$ cat src/rtl/fetch_unit.sv
// fetch_unit -- PC / IR / MDR holder and unified memory port arbiter for the
// multicycle MIPS core. Sits directly downstream of the control sequencer.
//
// An instruction fetch (ir_write_i) takes priority over a data access
// (i_or_d_i). Memory wait states raise stall_o so the sequencer holds its
// strobes. A watchdog counts unanswered wait cycles and parks the block in a
// sticky error state that only reset leaves.
//
// Optional feature macro: FETCH_PERF_CNT_EN. When it is defined, fetch and
// stall counters drive fetch_cnt_o / stall_cnt_o. When it is undefined, both
// ports are tied to zero and no counter flops exist.
//
// Parameters
//   RESET_PC     PC value loaded on reset
//   TIMEOUT_CYC  wait cycles tolerated before bus error (1..65535)
//
// Ports
//   clk, reset           clock; synchronous active-low reset
//   pc_write_i           unconditional PC load
//   ir_write_i           instruction fetch request / IR load
//   i_or_d_i             data access request (address from alu_out_i)
//   mem_write_i          data access is a store
//   pc_src_i[1:0]        next-PC select
//   branch_i, zero_i     conditional PC load (taken when zero_i=1)
//   alu_result_i         combinational ALU output
//   alu_out_i            registered ALUOut
//   wr_data_i            store data
//   mem_req_o            memory access valid
//   mem_we_o             store qualifier
//   mem_addr_o           byte address
//   mem_wdata_o          store data
//   mem_rdata_i          read data, valid with mem_ready_i
//   mem_ready_i          access completes this cycle
//   pc_o, instr_o, op_o  current PC, IR, IR opcode field
//   mdr_o                last data-read result
//   stall_o              hold sequencer this cycle
//   bus_err_o            sticky watchdog error
//   fetch_cnt_o          completed instruction fetches (perf build)
//   stall_cnt_o          stalled cycles (perf build)
module fetch_unit #(
  parameter logic [31:0] RESET_PC    = 32'h0040_0000,
  parameter int unsigned TIMEOUT_CYC = 255
) (
  input  logic        clk,
  input  logic        reset,
  input  logic        pc_write_i,
  input  logic        ir_write_i,
  input  logic        i_or_d_i,
  input  logic        mem_write_i,
  input  logic [1:0]  pc_src_i,
  input  logic        branch_i,
  input  logic        zero_i,
  input  logic [31:0] alu_result_i,
  input  logic [31:0] alu_out_i,
  input  logic [31:0] wr_data_i,
  output logic        mem_req_o,
  output logic        mem_we_o,
  output logic [31:0] mem_addr_o,
  output logic [31:0] mem_wdata_o,
  input  logic [31:0] mem_rdata_i,
  input  logic        mem_ready_i,
  output logic [31:0] pc_o,
  output logic [31:0] instr_o,
  output logic [5:0]  op_o,
  output logic [31:0] mdr_o,
  output logic        stall_o,
  output logic        bus_err_o,
  output logic [31:0] fetch_cnt_o,
  output logic [31:0] stall_cnt_o
);

  typedef enum logic [1:0] {
    S_IDLE = 2'd0,
    S_WAIT = 2'd1,
    S_ERR  = 2'd2
  } state_t;

  localparam logic [16:0] TO_LIM = 17'(TIMEOUT_CYC);

  state_t      state_q, state_d;
  logic [15:0] cnt_q, cnt_d;
  logic [31:0] pc_q, pc_d;
  logic [31:0] ir_q, ir_d;
  logic [31:0] mdr_q, mdr_d;

  logic acc;
  logic done;
  logic req;
  logic stall;
  logic pc_ld;

  assign acc = ir_write_i | i_or_d_i;

  // Access FSM: request/stall generation and watchdog.
  always_comb begin
    state_d = state_q;
    cnt_d   = cnt_q;
    req     = 1'b0;
    stall   = 1'b0;
    done    = 1'b0;
    case (state_q)
      S_IDLE: begin
        req   = acc;
        stall = acc & ~mem_ready_i;
        if (acc) begin
          if (mem_ready_i) begin
            done = 1'b1;
          end else begin
            state_d = S_WAIT;
            cnt_d   = '0;
          end
        end
      end
      S_WAIT: begin
        req   = 1'b1;
        stall = acc & ~mem_ready_i;
        if (mem_ready_i) begin
          // A response on the timeout cycle still wins over the watchdog.
          done    = 1'b1;
          state_d = S_IDLE;
        end else if (({1'b0, cnt_q} + 17'd1) == TO_LIM) begin
          state_d = S_ERR;
        end else begin
          cnt_d = cnt_q + 16'd1;
        end
      end
      S_ERR: begin
        stall = 1'b1;
      end
      default: begin
        state_d = S_IDLE;
      end
    endcase
    // Reset masks the port and the stall immediately, aborting any access.
    if (!reset) begin
      req   = 1'b0;
      stall = 1'b0;
      done  = 1'b0;
    end
  end

  // Datapath next-state.
  always_comb begin
    ir_d  = ir_q;
    mdr_d = mdr_q;
    pc_d  = pc_q;
    if (done && ir_write_i) begin
      ir_d = mem_rdata_i;
    end
    if (done && i_or_d_i && !ir_write_i && !mem_write_i) begin
      mdr_d = mem_rdata_i;
    end
    if (pc_ld) begin
      case (pc_src_i)
        2'b00:   pc_d = alu_result_i;
        2'b01:   pc_d = alu_out_i;
        2'b10:   pc_d = {pc_q[31:28], ir_q[25:0], 2'b00};
        default: pc_d = pc_q;
      endcase
    end
  end

  // The PC only moves on a non-stalled edge, so a fetch that also increments
  // the PC addresses memory with the old value throughout its wait states.
  assign pc_ld = (pc_write_i | (branch_i & zero_i)) & ~stall & reset;

  always_ff @(posedge clk) begin
    if (!reset) begin
      state_q <= S_IDLE;
      cnt_q   <= '0;
      pc_q    <= RESET_PC;
      ir_q    <= '0;
      mdr_q   <= '0;
    end else begin
      state_q <= state_d;
      cnt_q   <= cnt_d;
      pc_q    <= pc_d;
      ir_q    <= ir_d;
      mdr_q   <= mdr_d;
    end
  end

  assign mem_req_o   = req;
  assign mem_we_o    = req & ~ir_write_i & mem_write_i;
  assign mem_addr_o  = ir_write_i ? pc_q : alu_out_i;
  assign mem_wdata_o = wr_data_i;
  assign pc_o        = pc_q;
  assign instr_o     = ir_q;
  assign op_o        = ir_q[31:26];
  assign mdr_o       = mdr_q;
  assign stall_o     = stall;
  assign bus_err_o   = (state_q == S_ERR);

`ifdef FETCH_PERF_CNT_EN
  logic [31:0] fcnt_q, fcnt_d;
  logic [31:0] scnt_q, scnt_d;

  always_comb begin
    fcnt_d = fcnt_q;
    scnt_d = scnt_q;
    if (done && ir_write_i) fcnt_d = fcnt_q + 32'd1;
    if (stall)              scnt_d = scnt_q + 32'd1;
  end

  always_ff @(posedge clk) begin
    if (!reset) begin
      fcnt_q <= '0;
      scnt_q <= '0;
    end else begin
      fcnt_q <= fcnt_d;
      scnt_q <= scnt_d;
    end
  end

  assign fetch_cnt_o = fcnt_q;
  assign stall_cnt_o = scnt_q;
`else
  assign fetch_cnt_o = '0;
  assign stall_cnt_o = '0;
`endif

endmodule

$ cat config.mk
export PLATFORM = sky130hd
export DESIGN_NAME = fetch_unit
export DESIGN_NICKNAME = d
export VERILOG_FILES = /design/src/rtl/fetch_unit.sv
export SDC_FILE = /design/constraint.sdc
export NUM_CORES = 1
export LEC_CHECK = 0
export ABC_CLOCK_PERIOD_IN_PS = 2150
export BUFFER_PORTS_ARGS = -buffer_cell sky130_fd_sc_hd__buf_2
export CAP_MARGIN = 0
export CORE_AREA = 2 2 146 148
export CTS_CLUSTER_SIZE = 12
export DETAILED_ROUTE_END_ITERATION = 8
export DIE_AREA = 0 0 148 150
export SYNTH_ARGS = -nofsm -noshare
export SYNTH_HDL_FRONTEND = slang
export SYNTH_SLANG_ARGS = --single-unit
export TNS_END_PERCENT = 20
$ cat constraint.sdc
create_clock -name clk -period 2.15 [get_ports clk]
set_input_delay 0 -clock clk [delete_from_list [all_inputs] [get_ports clk]]
set_output_delay 0 -clock clk [all_outputs]
set_load 0.01 [all_outputs]
Word-level counts from Yosys, hierarchy flattened
Cells that the tools add are included.
{"block": "totals", "regBits": 114, "latch_bits": 0, "ramBits": 0, "rom_bits": 0, "wordCells": 67, "n_memories": 0}
{"block": "op_classes", "addsub": 2, "n_mul": 0, "div": 0, "magnitude_cmp": 0, "eq_ne": 10, "n_shift": 0, "muxes": 20, "bitwise_logic": 13, "reduce_logical": 16}
{"op": "32-bit one-hot mux with 3 select lines", "count": 1}
{"op": "16-bit two-way mux", "count": 4}
{"op": "32-bit two-way mux", "count": 1}
{"op": "16-bit one-hot mux with 2 select lines", "count": 1}
{"op": "16-bit by 1-bit adder with 17-bit output (second input constant)", "count": 1}
{"op": "17-bit by 8-bit equality test with 1-bit output (second input constant)", "count": 1}
{"op": "16-bit by 1-bit adder with 16-bit output (second input constant)", "count": 1}
{"op": "2-bit two-way mux", "count": 4}
{"op": "2-bit inequality test (second input constant)", "count": 4}
{"op": "1-bit AND", "count": 6}
{"op": "1-bit one-hot mux with 2 select lines", "count": 3}
{"op": "2-bit one-hot mux with 3 select lines", "count": 1}
{"op": "1-bit two-way mux", "count": 5}
{"op": "1-bit inverter", "count": 5}
{"op": "5-bit AND reduction", "count": 1}
{"op": "2-bit by 1-bit equality test with 1-bit output (second input constant)", "count": 2}
{"op": "2-bit equality test (second input constant)", "count": 2}
{"op": "1-bit logical AND", "count": 4}
{"op": "2-bit logical NOT", "count": 2}
{"op": "4-bit AND reduction", "count": 1}
{"op": "2-bit nonzero test", "count": 2}
{"op": "3-bit inequality test (second input constant)", "count": 1}
{"op": "3-bit AND reduction", "count": 1}
{"op": "3-bit nonzero test", "count": 1}
{"op": "4 further kinds", "count": 6}

Depth between registers and ports, before layout
{"block": "logic_depth", "depth_word": 8, "depth_mapped": 10, "ltp_nobuf": 8}

Least setup slack after synthesis
Ideal clock, no wire load.
{"block": "synth_path", "path_kind": "reg2reg", "startpoint": "reg cnt_q[1]", "endpoint": "reg cnt_q[8]", "setup_time_ns": 0.088, "t_arrival_ns": 2.007, "setup_slack_ns": 0.055, "path_stages_with_launch": 10, "n_path_buf": 1, "synth_period_minus_slack_ns": 2.095, "path_cell_list": "dfxtp_1 ha_1 buf_2 nand4_1 nor3_1 nand3_1 a32oi_1 nand4_2 and2_4 o32ai_2"}
{"block": "synth_between", "elab_chain_cells": 4, "elab_cells_between_ends": 8, "cone_classes": "add/sub: 2; eq/ne: 2; mux: 3; reduce/logical: 1"}
{"element": "start: declaration", "line_no": "81", "text": "logic [15:0] cnt_q, cnt_d;"}
{"element": "start signal: assignment", "line_no": "176", "text": "cnt_q <= cnt_d;"}
{"element": "16-bit by 1-bit adder with 17-bit output / 16-bit by 1-bit adder with 16-bit output (equally long branches)", "line_no": "121, 124"}
{"element": "17-bit by 8-bit equality test with 1-bit output / 16-bit two-way mux (equally long branches)", "line_no": "121", "text": "end else if (({1'b0, cnt_q} + 17'd1) == TO_LIM) begin"}
{"element": "2-bit inequality test (no line) / 16-bit two-way mux (equally long branches)"}
{"element": "5-bit AND reduction (no line) / 16-bit one-hot mux with 2 select lines (equally long branches)"}
Parallel ways exist; a longest one is shown, timed or not. The select of a mux whose other input is x is not followed.
A chain may end at the register's enable or synchronous reset.

Worst setup path in the final report
{"block": "layout_path", "startpoint": "reg cnt_q[1]", "endpoint": "reg cnt_q[3]"}
The elaborated chain is that of the path after synthesis.

==> impl_metrics.json <==
{
  "wirelength_um": 22400,
  "power_uw": 6010,
  "drt_iter0_markers": 362,
  "grt_setup_unrepaired": "yes",
  "fin_util_pct": 42.8,
  "fin_nets": 1227,
  "synth_top_family_by_area": "simple AND/OR/NAND/NOR gates",
  "holdWs_ns": 0.00000392,
  "avgSynthCellArea_sq_um": 7.87,
  "dieHeight_um": 150,
  "clkLatencyLatePin_ns": 0.42,
  "grt_overflow": 0,
  "report.final.setup_viol": 0,
  "syn_inst": 800,
  "netlist-cell-type-count": 58,
  "yosysSeqAreaShare_pct": 36.3,
  "grt_pass1_wl_um": 33400,
  "leakagePower_uw": 0.00391,
  "placed_cell_area_sq_um": 7390,
  "port_buffers": 244,
  "fin_area_sq_um": 8850,
  "layout.area.seq_sq_um": 2290,
  "hp-start": "wr_data_i[9]",
  "clk_pin_slew_ns": 0.06,
  "drive_gt1_share_pct": 34.2,
  "gp_congestion": 0.897,
  "finalCritPeriodShare_pct": 95.4,
  "critPathKind": "flop to flop",
  "yosys.area_share.simple_pct": 21.7,
  "multiInputGateArea_sq_um": 3280,
  "synth_area_leaders": "dfxtp_1, buf_4, nand2_1",
  "tightest_slew_ns": 0.832,
  "yosysTopAreaCellShare_pct": 36.3,
  "rows": 53,
  "p_per_area_nw_per_um2": 678,
  "fin_crit_ns": 2.05,
  "viasPerCell": 4.80,
  "status": "complete, no violations",
  "dp_hpwl_um": 15600,
  "hold_violations": 0,
  "syn_to_final_growth_pct": 40.7,
  "tns_ns": 0,
  "cp-startpoint": "cnt_q[1]",
  "ys_warn_count": 0,
  "dr.pass1.iters": 5,
  "diodes": 0,
  "ys_seq_elements": 114,
  "cts_buffers": 17,
  "h-tree-depth": 4,
  "die_x_um": 148,
  "vias": 6570,
  "drcViolationCount": 0,
  "drv_slew": 0,
  "fill_cells": 2059,
  "start_util_pct": 30.4,
  "rr_startpoint": "cnt_q[1]",
  "synth_compound_area_share_pct": 18.0,
  "max-slew-margin-rel_pct": 44.5,
  "grt_max_degree": 53,
  "die_area_sq_um": 22200,
  "syn_area_sq_um": 6290,
  "worst_setup_path_end_kind": "flop",
  "synth-edff-count": 0,
  "ir_worst_vdd_mv": 0.510,
  "crit_path_start_kind": "flop",
  "crit_fanout": 8,
  "cap_violations": 0,
  "cts.sinks": 114,
  "grt_pass1_vias": 6126,
  "core_area_sq_um": 20700,
  "min_path_type": "input port to primary output",
  "synthXorXnorAreaFrac_pct": 0.557,
  "pin_count": 373,
  "crit_arrival_ns": 2.35,
  "root_buffer": "clkbuf_16",
  "clockBufferDepth": 2,
  "grt.total_usage_pct": 19.5,
  "yosysTopAreaCell": "dfxtp_1",
  "async_flop_share_pct": 0,
  "cts_tree": "yes",
  "synthAdderAreaFrac_pct": 1.19,
  "crit_required_ns": 2.45,
  "ys.flop_type": "dfxtp_1",
  "final_antenna_net_count": 0,
  "muxShareOfSynthArea_pct": 5.88,
  "finClkSkew_ns": 0.00850,
  "wl_per_cell_um": 16.4,
  "antenna_found_initial": 0,
  "fmax_ghz": 0.488
}
[synthesized netlist by cell type (2+ instances only)]
cell type and number:
nand2_1 191, dfxtp_1 114, buf_4 103, a21oi_1 96
clkbuf_1 44, mux2_2 32, o211ai_1 27, a22oi_1 26
nand3_1 22, nor2_1 15, or3_1 10, buf_2 9
nor3_1 9, inv_1 8, a311oi_1 6, ha_1 6
nand3b_1 6, o21ai_0 6, nand2b_1 5, nor2b_1 5
o21ai_1 5, o22ai_1 5, and3_1 4, xnor2_1 4
buf_1 3, and2_1 2, nand3_2 2, nor4_4 2
o21a_1 2, o41ai_1 2, or4_1 2
[routing by layer]
metal | GRT usage (%) | share of wire (%)
met1 | 25.5 | 45
met5 | 0 | 0
met4 | 6.24 | 1.5
met3 | 5.52 | 7.3
met2 | 31.1 | 47
[critical path, cell delays in order (launching register included)]
cell	delay, ns
dfxtp_2	0.34
ha_1	0.19
buf_4	0.16
or3_1	0.36
a221oi_2	0.31
nand4_4	0.17
buf_4	0.18
a31oi_1	0.15
a211oi_1	0.06
[state kept, by name, indices dropped and copies added (netlist names)]
name and count:
instr_o 32, cnt_q 16, state_q 2, mdr_o 32, pc_o 32
[metrics by stage]
| stage | instances | setup slack [ns] |
|---|---|---|
| 6_report | 1370 | 0.0998 |
| 5_1_grt | 1370 | -0.0140 |
| 4_1_cts | 1368 | 0.000112 |
| 3_5_place_dp | 1258 | -0.00327 |
| 3_3_place_gp | 1258 | 0.0253 |
| 2_1_floorplan | 863 | 0.0552 |
[kinds of logic (layout without fill, tap and decap cells)]
group	count (synthesis)	in the layout
simple gates	291	291
compound gates	183	183
buf+inv	168	400
flops	114	114
mux	33	33
fa+ha+maj	6	6
xor+xnor	4	4
other cells	1	64
[repair_timing]
item / in CTS / in global routing
cloned: 0 / 0
setup buffers: 0 / 2
endpoints found under the setup margin: 8 / 17
resized for setup: 3 / 13
pin swaps: 0 / 5
hold endpoints to repair: 99 / 0
hold buffers: 78 / 0
[area by class of cell]
type | instances | area share, %
timing repair buffer | 359 | 26.1
clock buffer | 17 | 4.81
tap | 275 | 3.89
multi-input combinational | 581 | 37.1
clock inverter | 15 | 1.87
inverter | 9 | 0.396
sequential | 114 | 25.9
[path summary, 6_finish.rpt]
kind / depth (start not counted) / to / slack (ns)
max: 8 / cnt_q[3] / 0.1
min: 0 / mem_wdata_o[9] / 0.000004
max reg2reg: 8 / cnt_q[3] / 0.1
min reg2reg: 2 / mdr_o[7] / 0.45
[where the power goes]
| part | switching, uW | total [uW] | leakage [uW] | internal [uW] |
|---|---|---|---|---|
| Sequential | 49.9 | 2220 | 0.000927 | 2170 |
| Combinational | 508 | 906 | 0.00270 | 398 |
| Clock | 1230 | 2880 | 0.000287 | 1660 |
[placed cells by master, fill, tap and decap left out, drive strengths merged, types with 6 or more instances in the layout]
cell type,instances
a22oi,26
mux2,32
inv,19
conb,64
o21ai,11
clkbuf,17
dfxtp,114
nand2,192
ha,6
buf,281
nor3,10
o211ai,27
a21oi,96
or3,10
dlygate4sd3,78
nand3b,6
a311oi,6
nand3,25
nor2,16
Power figures use the tool's default switching activity.
